<file path="config.mk">
export PLATFORM = sky130hd
export DESIGN_NAME = vc_assignment
export DESIGN_NICKNAME = d
export VERILOG_FILES = /design/src/rtl/vc_assignment.sv
export SDC_FILE = /design/constraint.sdc
export NUM_CORES = 1
export LEC_CHECK = 0
export CAP_MARGIN = 15
export CORE_MARGIN = 3
export CORE_UTILIZATION = 47
export DETAILED_ROUTE_END_ITERATION = 7
export HOLD_SLACK_MARGIN = 0.06
export PLACE_DENSITY = 0.79
export SETUP_SLACK_MARGIN = 0.5
export SYNTH_ARGS = -nofsm -noshare
export SYNTH_HDL_FRONTEND = slang
export SYNTH_SLANG_ARGS = --single-unit
</file>
<file path="constraint.sdc">
create_clock -name clk -period 2.65 [get_ports clk]
set_input_delay 0.53 -clock clk [delete_from_list [all_inputs] [get_ports clk]]
set_output_delay 0.53 -clock clk [all_outputs]
set_load 0.01 [all_outputs]
</file>
<file path="src/rtl/vc_assignment.sv">
// Output-VC assignment stage for one output port: picks a free downstream VC
// for the switch-allocator winner, tracks downstream credits, and registers the ST stage.
package vc_assignment_pkg;
  localparam int VC_ID_NUM_MAX_W = 3;
endpackage

module vc_assignment
  import vc_assignment_pkg::*;
#(
  parameter int INPUT_NUM  = 4,
  parameter int OUT_VC_NUM = 4,
  parameter int VC_DEPTH   = 2,
  parameter int CREDIT_W   = (VC_DEPTH + 1 > 1) ? $clog2(VC_DEPTH + 1) : 1
) (
  input  logic                               clk,
  input  logic                               rstn,
  input  logic                               sa_global_vld_i,
  input  logic [INPUT_NUM-1:0]               sa_global_inport_id_oh_i,
  input  logic [VC_ID_NUM_MAX_W-1:0]         sa_global_inport_vc_id_i,
  input  logic                               rx_lcrd_vld_i,
  input  logic [VC_ID_NUM_MAX_W-1:0]         rx_lcrd_id_i,
  output logic                               vc_assignment_vld_o,
  output logic [VC_ID_NUM_MAX_W-1:0]         vc_assignment_vc_id_o,
  output logic                               st_vld_o,
  output logic [INPUT_NUM-1:0]               st_inport_id_oh_o,
  output logic [VC_ID_NUM_MAX_W-1:0]         st_inport_vc_id_o,
  output logic [VC_ID_NUM_MAX_W-1:0]         st_outport_vc_id_o,
  output logic [OUT_VC_NUM*CREDIT_W-1:0]     credit_cnt_o,
  output logic                               credit_err_o
);

  localparam int PTR_W = (OUT_VC_NUM > 1) ? $clog2(OUT_VC_NUM) : 1;
  localparam logic [CREDIT_W-1:0]        CREDIT_FULL = CREDIT_W'(VC_DEPTH);
  localparam logic [VC_ID_NUM_MAX_W:0]   ID_LIMIT    = (VC_ID_NUM_MAX_W + 1)'(OUT_VC_NUM);
  localparam logic [PTR_W-1:0]           PTR_LAST    = PTR_W'(OUT_VC_NUM - 1);

  typedef logic [OUT_VC_NUM-1:0] vc_mask_t;

  // Lowest set bit of a VC mask; 0 when the mask is empty.
  function automatic logic [PTR_W-1:0] lowest_set(input vc_mask_t m);
    lowest_set = '0;
    for (int v = OUT_VC_NUM - 1; v >= 0; v--) begin
      if (m[v]) lowest_set = PTR_W'(v);
    end
  endfunction

  logic [OUT_VC_NUM-1:0][CREDIT_W-1:0] credit_q, credit_d;
  logic [PTR_W-1:0]                    ptr_q, ptr_d;
  logic                                err_q, err_d;
  logic                                st_vld_q, st_vld_d;
  logic [INPUT_NUM-1:0]                st_oh_q, st_oh_d;
  logic [VC_ID_NUM_MAX_W-1:0]          st_in_vc_q, st_in_vc_d;
  logic [VC_ID_NUM_MAX_W-1:0]          st_out_vc_q, st_out_vc_d;

  vc_mask_t         free_mask;
  vc_mask_t         upper_mask;
  vc_mask_t         dec_vec;
  vc_mask_t         inc_vec;
  logic [PTR_W-1:0] sel;
  logic             alloc;
  logic             id_ok;

  // Rotating-priority pick: first free VC at or above the pointer, else wrap.
  // NOTE: every always_comb output gets a default first so no latch is inferred.
  always_comb begin
    free_mask  = '0;
    upper_mask = '0;
    for (int v = 0; v < OUT_VC_NUM; v++) begin
      free_mask[v]  = (credit_q[v] != '0);
      upper_mask[v] = free_mask[v] && (PTR_W'(v) >= ptr_q);
    end
    sel   = (|upper_mask) ? lowest_set(upper_mask) : lowest_set(free_mask);
    alloc = sa_global_vld_i && (|free_mask);
  end

  assign vc_assignment_vld_o   = alloc;
  assign vc_assignment_vc_id_o = alloc ? VC_ID_NUM_MAX_W'(sel) : '0;

  // A credit returned to an empty VC only becomes usable next cycle.
  always_comb begin
    id_ok    = ({1'b0, rx_lcrd_id_i} < ID_LIMIT);
    dec_vec  = '0;
    inc_vec  = '0;
    credit_d = credit_q;
    err_d    = err_q | (rx_lcrd_vld_i & ~id_ok);
    for (int v = 0; v < OUT_VC_NUM; v++) begin
      dec_vec[v] = alloc && (sel == PTR_W'(v));
      inc_vec[v] = rx_lcrd_vld_i && id_ok && (rx_lcrd_id_i == VC_ID_NUM_MAX_W'(v));
      if (inc_vec[v] && !dec_vec[v]) begin
        if (credit_q[v] == CREDIT_FULL) begin
          err_d = 1'b1;
        end else begin
          credit_d[v] = credit_q[v] + CREDIT_W'(1);
        end
      end else if (dec_vec[v] && !inc_vec[v]) begin
        credit_d[v] = credit_q[v] - CREDIT_W'(1);
      end
    end
  end

  always_comb begin
    ptr_d       = ptr_q;
    st_vld_d    = alloc;
    st_oh_d     = st_oh_q;
    st_in_vc_d  = st_in_vc_q;
    st_out_vc_d = st_out_vc_q;
    if (alloc) begin
      ptr_d       = (sel == PTR_LAST) ? '0 : PTR_W'(sel + PTR_W'(1));
      st_oh_d     = sa_global_inport_id_oh_i;
      st_in_vc_d  = sa_global_inport_vc_id_i;
      st_out_vc_d = VC_ID_NUM_MAX_W'(sel);
    end
  end

  // NOTE: sequential state uses non-blocking assignments so every register
  // samples pre-edge values regardless of statement order.
  always_ff @(posedge clk) begin
    if (!rstn) begin
      for (int v = 0; v < OUT_VC_NUM; v++) credit_q[v] <= CREDIT_FULL;
      ptr_q       <= '0;
      err_q       <= 1'b0;
      st_vld_q    <= 1'b0;
      st_oh_q     <= '0;
      st_in_vc_q  <= '0;
      st_out_vc_q <= '0;
    end else begin
      credit_q    <= credit_d;
      ptr_q       <= ptr_d;
      err_q       <= err_d;
      st_vld_q    <= st_vld_d;
      st_oh_q     <= st_oh_d;
      st_in_vc_q  <= st_in_vc_d;
      st_out_vc_q <= st_out_vc_d;
    end
  end

  assign st_vld_o           = st_vld_q;
  assign st_inport_id_oh_o  = st_oh_q;
  assign st_inport_vc_id_o  = st_in_vc_q;
  assign st_outport_vc_id_o = st_out_vc_q;
  assign credit_cnt_o       = credit_q;
  assign credit_err_o       = err_q;

endmodule

</file>
* After elaboration in Yosys (flattened, before gate mapping)
Index checks and enable logic that the tools add are counted.
** Storage, ports and cells
- Bits in registers :: 21
- Logic and storage cells :: 118
- Input port bits :: 14
- Output and inout bits :: 24
** Operators by class
- Order comparisons :: 5
- Equality and inequality tests :: 14
- Bitwise operators :: 3
- Muxes and demuxes :: 31
- Reductions and logical operators :: 46
- $add $sub $neg :: 9
** Operators by type and width (count)
- $mux 2 :: 23
- $logic_and 1x1->1 :: 22
- $reduce_bool 2->1 :: 8
- $eq 2x2->1 const B :: 6
- $add 2x1->2 const B :: 5
- $logic_not 1->1 :: 8
- $mux 1 :: 8
- $ne 2x2->1 const B :: 4
- $reduce_and 2->1 :: 4
- $reduce_or 4->1 :: 2
- $sub 2x1->2 const B :: 4
- $eq 3x2->1 const B :: 2
- $ge 1x2->1 const A :: 2
- $ge 2x2->1 const A :: 2
- $eq 3x1->1 const B :: 1
- $logic_not 3->1 :: 1
- $lt 3x3->1 const B :: 1
- $eq 2x1->1 const B :: 1
- $logic_not 2->1 :: 1
- $and 1x1->1 :: 1
- $not 1->1 :: 1
- $or 1x1->1 :: 1

* Depth between registers and ports, before layout
- Depth in word-level cells :: 18
- Mapped depth :: 9
- Mapped depth without buffers :: 9

* Least setup slack after synthesis
Ideal clock, no wire load.
- Kind :: register -> register
- Start :: reg credit_q, in the netlist credit_cnt_o[2]
- End :: reg credit_q, in the netlist credit_cnt_o[1]
- Path buffers :: 0
- Arrival :: 2.116 ns
- Stages on the path, launching flop included :: 9
- Library setup time :: 0.123 ns
- Required time :: 2.527 ns
- Clock period less this slack :: 2.239 ns
- Setup slack :: 0.411 ns
- Cells stage by stage :: dfxtp_1 -> or2_2 -> o221a_2 -> o21ai_1 -> ha_1 -> nand2_1 -> a21oi_2 -> mux2i_1 -> mux2_1
** Between the ends
- Word-level cells in the longest chain between the ends :: 11
- Elaborated cells on any way between the ends :: 19
- Classes of those cells :: eq/ne (1); mux (6); reduce/logical (12)
** RTL lines
- start, declared :: RTL line 47 : logic [OUT_VC_NUM-1:0][CREDIT_W-1:0] credit_q, credit_d;
- start signal, assigned :: RTL line 127 : credit_q <= credit_d;
- $reduce_bool 2->1 * :: RTL line 69 : free_mask[v] = (credit_q[v] != '0);
- $logic_and 1x1->1 :: RTL line 70 : upper_mask[v] = free_mask[v] && (PTR_W'(v) >= ptr_q);
- $mux 2 (2 in series) :: RTL line 43 : if (m[v]) lowest_set = PTR_W'(v);
- $mux 2 :: RTL line 72 : sel = (|upper_mask) ? lowest_set(upper_mask) : lowest_set(free_mask);
- $logic_not 2->1 :: RTL line 87 : dec_vec[v] = alloc && (sel == PTR_W'(v));
- $logic_and 1x1->1 * :: RTL line 87
- $logic_not 1->1 :: RTL line 89 : if (inc_vec[v] && !dec_vec[v]) begin
- $logic_and 1x1->1 :: RTL line 89
- $ne 2x2->1 (no line) / $reduce_bool 2->1 (equally long branches)
- $reduce_and 2->1 (no line)
Mark *: on every way between the ends. The rest lies on a longest branch, timed or not.
A chain may end at the register's enable or synchronous reset.

* Final worst setup path
- Start :: reg ptr_q[0]
- End :: out vc_assignment_vc_id_o[1]
** Between the ends
- Word-level cells in the longest chain between the ends :: 8
- Elaborated cells on any way between the ends :: 15
- Classes of those cells :: order compare (4); mux (6); reduce/logical (5)
** RTL lines
- start, declared :: RTL line 48 : logic [PTR_W-1:0] ptr_q, ptr_d;
- start signal, assigned :: RTL line 128 : ptr_q <= ptr_d;
- $ge 2x2->1 :: RTL line 70
- $logic_and 1x1->1 :: RTL line 70
- $mux 2 (4 in series) :: RTL line 43
- $mux 2 * :: RTL line 72
- $mux 2 * :: RTL line 77 : assign vc_assignment_vc_id_o = alloc ? VC_ID_NUM_MAX_W'(sel) : '0;
- end, declared :: RTL line 23 : output logic [VC_ID_NUM_MAX_W-1:0] vc_assignment_vc_id_o,
Marks and branches as above.

==> flow_metrics.py <==
metrics = {
    "clocking": {
        "clkSlewWorstSetupHoldPaths_ns": 0.13,
        "cts_tree": "yes",
        "cts-root-buf": "clkbuf_4",
        "cts_buffer_depth": 2,
        "h-tree-depth": 1,
        "ctsHoldBuffers": 0,
        "numCtsBuffers": 3,
        "cts_sinks": 21,
        "worstSkewPairLatency_ns": 0.31,
    },
    "setup_path": {
        "required_ns": 2.12,
        "critPathCaptureType": "output pin",
        "cp_max_fo": 5,
        "crit_arrival_ns": 1.74,
        "criticalPathCategory": "reg -> out",
        "startpoint_type": "flop",
    },
    "drt": {
        "wl_mm": 4.10,
        "antenna_left": 0,
        "first_pass_iters": 4,
        "via_per_inst": 5.69,
        "drtIter0Drc": 69,
        "vias": 1405,
        "drc": 0,
        "routedWlPerCell_um": 16.6,
    },
    "layout": {
        "nNetsFinal": 236,
        "multi_input_comb_area_um2": 981,
        "syn_to_final_growth_pct": 50.0,
        "antennaDiodeCount": 0,
        "fillers": 166,
        "seq_area_um2": 440,
        "drive_above_1_share_pct": 27.2,
    },
    "run": {
        "maxCapViolations": 0,
    },
    "timing": {
        "hold_viol": 0,
        "post-route-period-util_pct": 85.8,
        "setup_tns_ns": 0,
        "finalMaxSlewViolations": 0,
        "min_period_ns": 2.27,
        "fin_skew_ns": 0.00124,
        "setup_viol": 0,
        "holdWs_ns": 0.459,
        "fmax_mhz": 440,
        "rsz0062_at_grt": "true",
    },
    "synth": {
        "ys_ff_latch": 21,
        "yosysUniqueCellTypes": 44,
        "synth.avg_cell_area_um2": 8.25,
        "synthCells": 163,
        "yosys_warnings": 0,
        "synth_area_mm2": 0.00135,
        "yosysSeqAreaShare_pct": 31.3,
    },
    "worst_hold_path": {
        "hold_path.class": "reg -> reg",
    },
    "pwr": {
        "power_frac_seq_pct": 32.0,
        "switching_share_pct": 40.8,
        "pwr-share-comb_pct": 57.3,
        "power_mw": 1.56,
        "p_clk_share_pct": 10.7,
        "p_leak_nw": 0.794,
        "intPower_uw": 925,
        "p_per_area_mw_per_mm2": 776,
        "switchingPower_uw": 639,
        "ir_drop_v": 0.000739,
    },
    "grt": {
        "antenna_found_initial": 0,
        "grt_usage_pct": 23.7,
        "grt_pass1_wl_mm": 6.35,
        "overflow": 0,
        "grt_pass1_vias": 1379,
        "grt_start_max_net_pins": 17,
    },
    "placement": {
        "dp_hpwl_mm": 2.35,
        "port_buffers": 35,
        "gp_congestion": 0.802,
    },
    "run_status": {
        "status": "complete, no violations",
    },
    "floorplan": {
        "chipHeight_um": 59.5,
        "pin_count": 38,
        "fp.dieArea_mm2": 0.00354,
        "die_w_um": 59.5,
        "fp.coreArea_mm2": 0.00259,
        "start_util_pct": 51.9,
        "rows": 18,
    },
}
[final cells by class]
type | count | share of cell area (%)
well taps | 30 | 1.86
clock buffers | 3 | 1.12
repair buffers | 56 | 25.0
clock inverters | 1 | 0.248
inverters | 7 | 1.30
flip-flops and latches | 21 | 21.8
multi-input cells | 129 | 48.6
[critical path: stages (launching register included)]
cell and delay [ns]:
dfxtp_1 0.51, nor2b_1 0.21, o21bai_1 0.11, a211o_1 0.29, inv_1 0.05, dlygate4sd2_1 0.25
[what timing repair did]
action / in CTS / in global routing
setup endpoints to repair: 8 / 11
buffers inserted: 14 / 2
pin swaps: 8 / 7
hold endpoints to repair: 0 / 0
resized for setup: 34 / 9
[cell usage in the layout, fill, tap and decap left out, drive strengths merged, types with 3 or more instances in the layout]
master	instances
clkdlybuf4s50	32
nand2	28
buf	23
dfxtp	21
a21boi	10
nor2	10
nand2b	9
a21oi	8
inv	7
o21ai	6
mux2i	5
o22ai	4
and2	4
mux2	4
ha	4
a21o	3
nand3	3
clkbuf	3
[power groups by stage]
stage               logic (mW)  clock network [mW]  registers (mW)
floorplan                0.375                   0           0.512
CTS                      0.830               0.169           0.486
finish                   0.897               0.168           0.500
detailed placement       0.624                   0           0.502
global route             0.961               0.187           0.512
global placement         0.602                   0           0.499
[per-stage QoR]
stage	utilization, %	cell area [um^2]	setup WS (ns)	instances
2_1_floorplan	-	1360	0.518	164
3_3_place_gp	67.4	1750	0.194	227
3_5_place_dp	67.4	1750	0.179	227
4_1_cts	76.3	1980	0.372	245
5_1_grt	77.9	2020	0.306	247
6_report	77.9	2020	0.377	247
[cell usage after synthesis, drive strengths merged]
cell type / number / share of area (%)
inv: 7 / 2.0
nand2: 28 / 7.8
conb: 1 / 0.28
ha: 4 / 3.7
a21o: 3 / 1.7
and4bb: 1 / 0.93
dfxtp: 21 / 31
nor4bb: 1 / 0.74
xor2: 1 / 0.65
o21bai: 1 / 0.56
nand4b: 1 / 0.65
a211o: 1 / 0.65
and2: 4 / 1.9
o22ai: 4 / 1.9
o2bb2ai: 1 / 0.65
clkbuf: 3 / 0.84
xnor2: 2 / 1.3
o21ai: 6 / 2.2
and4b: 1 / 0.74
nand3: 3 / 1.1
or4b: 1 / 0.74
o221a: 2 / 1.7
nor4: 2 / 3.2
nand3b: 2 / 1.1
o31a: 1 / 0.65
nand4: 2 / 0.93
nor2: 10 / 2.8
or2: 2 / 0.93
a21boi: 10 / 5.6
buf: 4 / 1.9
nor2b: 2 / 0.93
nand4bb: 1 / 0.84
mux2i: 5 / 3.7
nand2b: 9 / 4.2
a21oi: 8 / 3.8
nor4b: 2 / 1.3
and3: 2 / 0.93
mux2: 4 / 3.3
[cell families (layout without fill, tap and decap cells)]
logic type,Yosys count,count (layout),synth area share [%]
mux,9,9,7.07
other cells,1,2,0.279
buf+inv,14,67,4.65
fa+ha+maj,4,4,3.72
xor+xnor,3,3,1.95
compound gates,37,37,19.3
simple gates,74,74,31.7
flops,21,21,31.3
[worst paths after layout]
check / startpoint / to / slack [ns] / cells past startpoint
max: ptr_q[0]$_SDFFE_PN0P_ / vc_assignment_vc_id_o[1] / 0.38 / 5
min: st_inport_id_oh_o[3]$_SDFFE_PN0P_ / st_inport_id_oh_o[3]$_SDFFE_PN0P_ / 0.46 / 2
max reg2reg: ptr_q[0]$_SDFFE_PN0P_ / credit_cnt_o[5]$_SDFFE_PN1P_ / 0.42 / 9
min reg2reg: st_inport_id_oh_o[3]$_SDFFE_PN0P_ / st_inport_id_oh_o[3]$_SDFFE_PN0P_ / 0.46 / 2
[flip-flops by register name, indices dropped and copies added (netlist names)]
name,flops
st_outport_vc_id_o,2
st_inport_id_oh_o,4
st_vld_o,1
ptr_q,2
credit_cnt_o,8
st_inport_vc_id_o,3
credit_err_o,1
[layer usage]
layer  track usage, %  vias to the layer above  wire length (um)  part of all wire, %
li1                 -                      671                 -                    -
met2             43.4                       71              2110                   52
met3             3.70                       19               261                  6.4
met4             9.18                        0               139                  3.4
met1             27.2                      644              1580                   39
met5                0                        -                 0                    0
No activity file was read; power rests on OpenSTA's default activity.
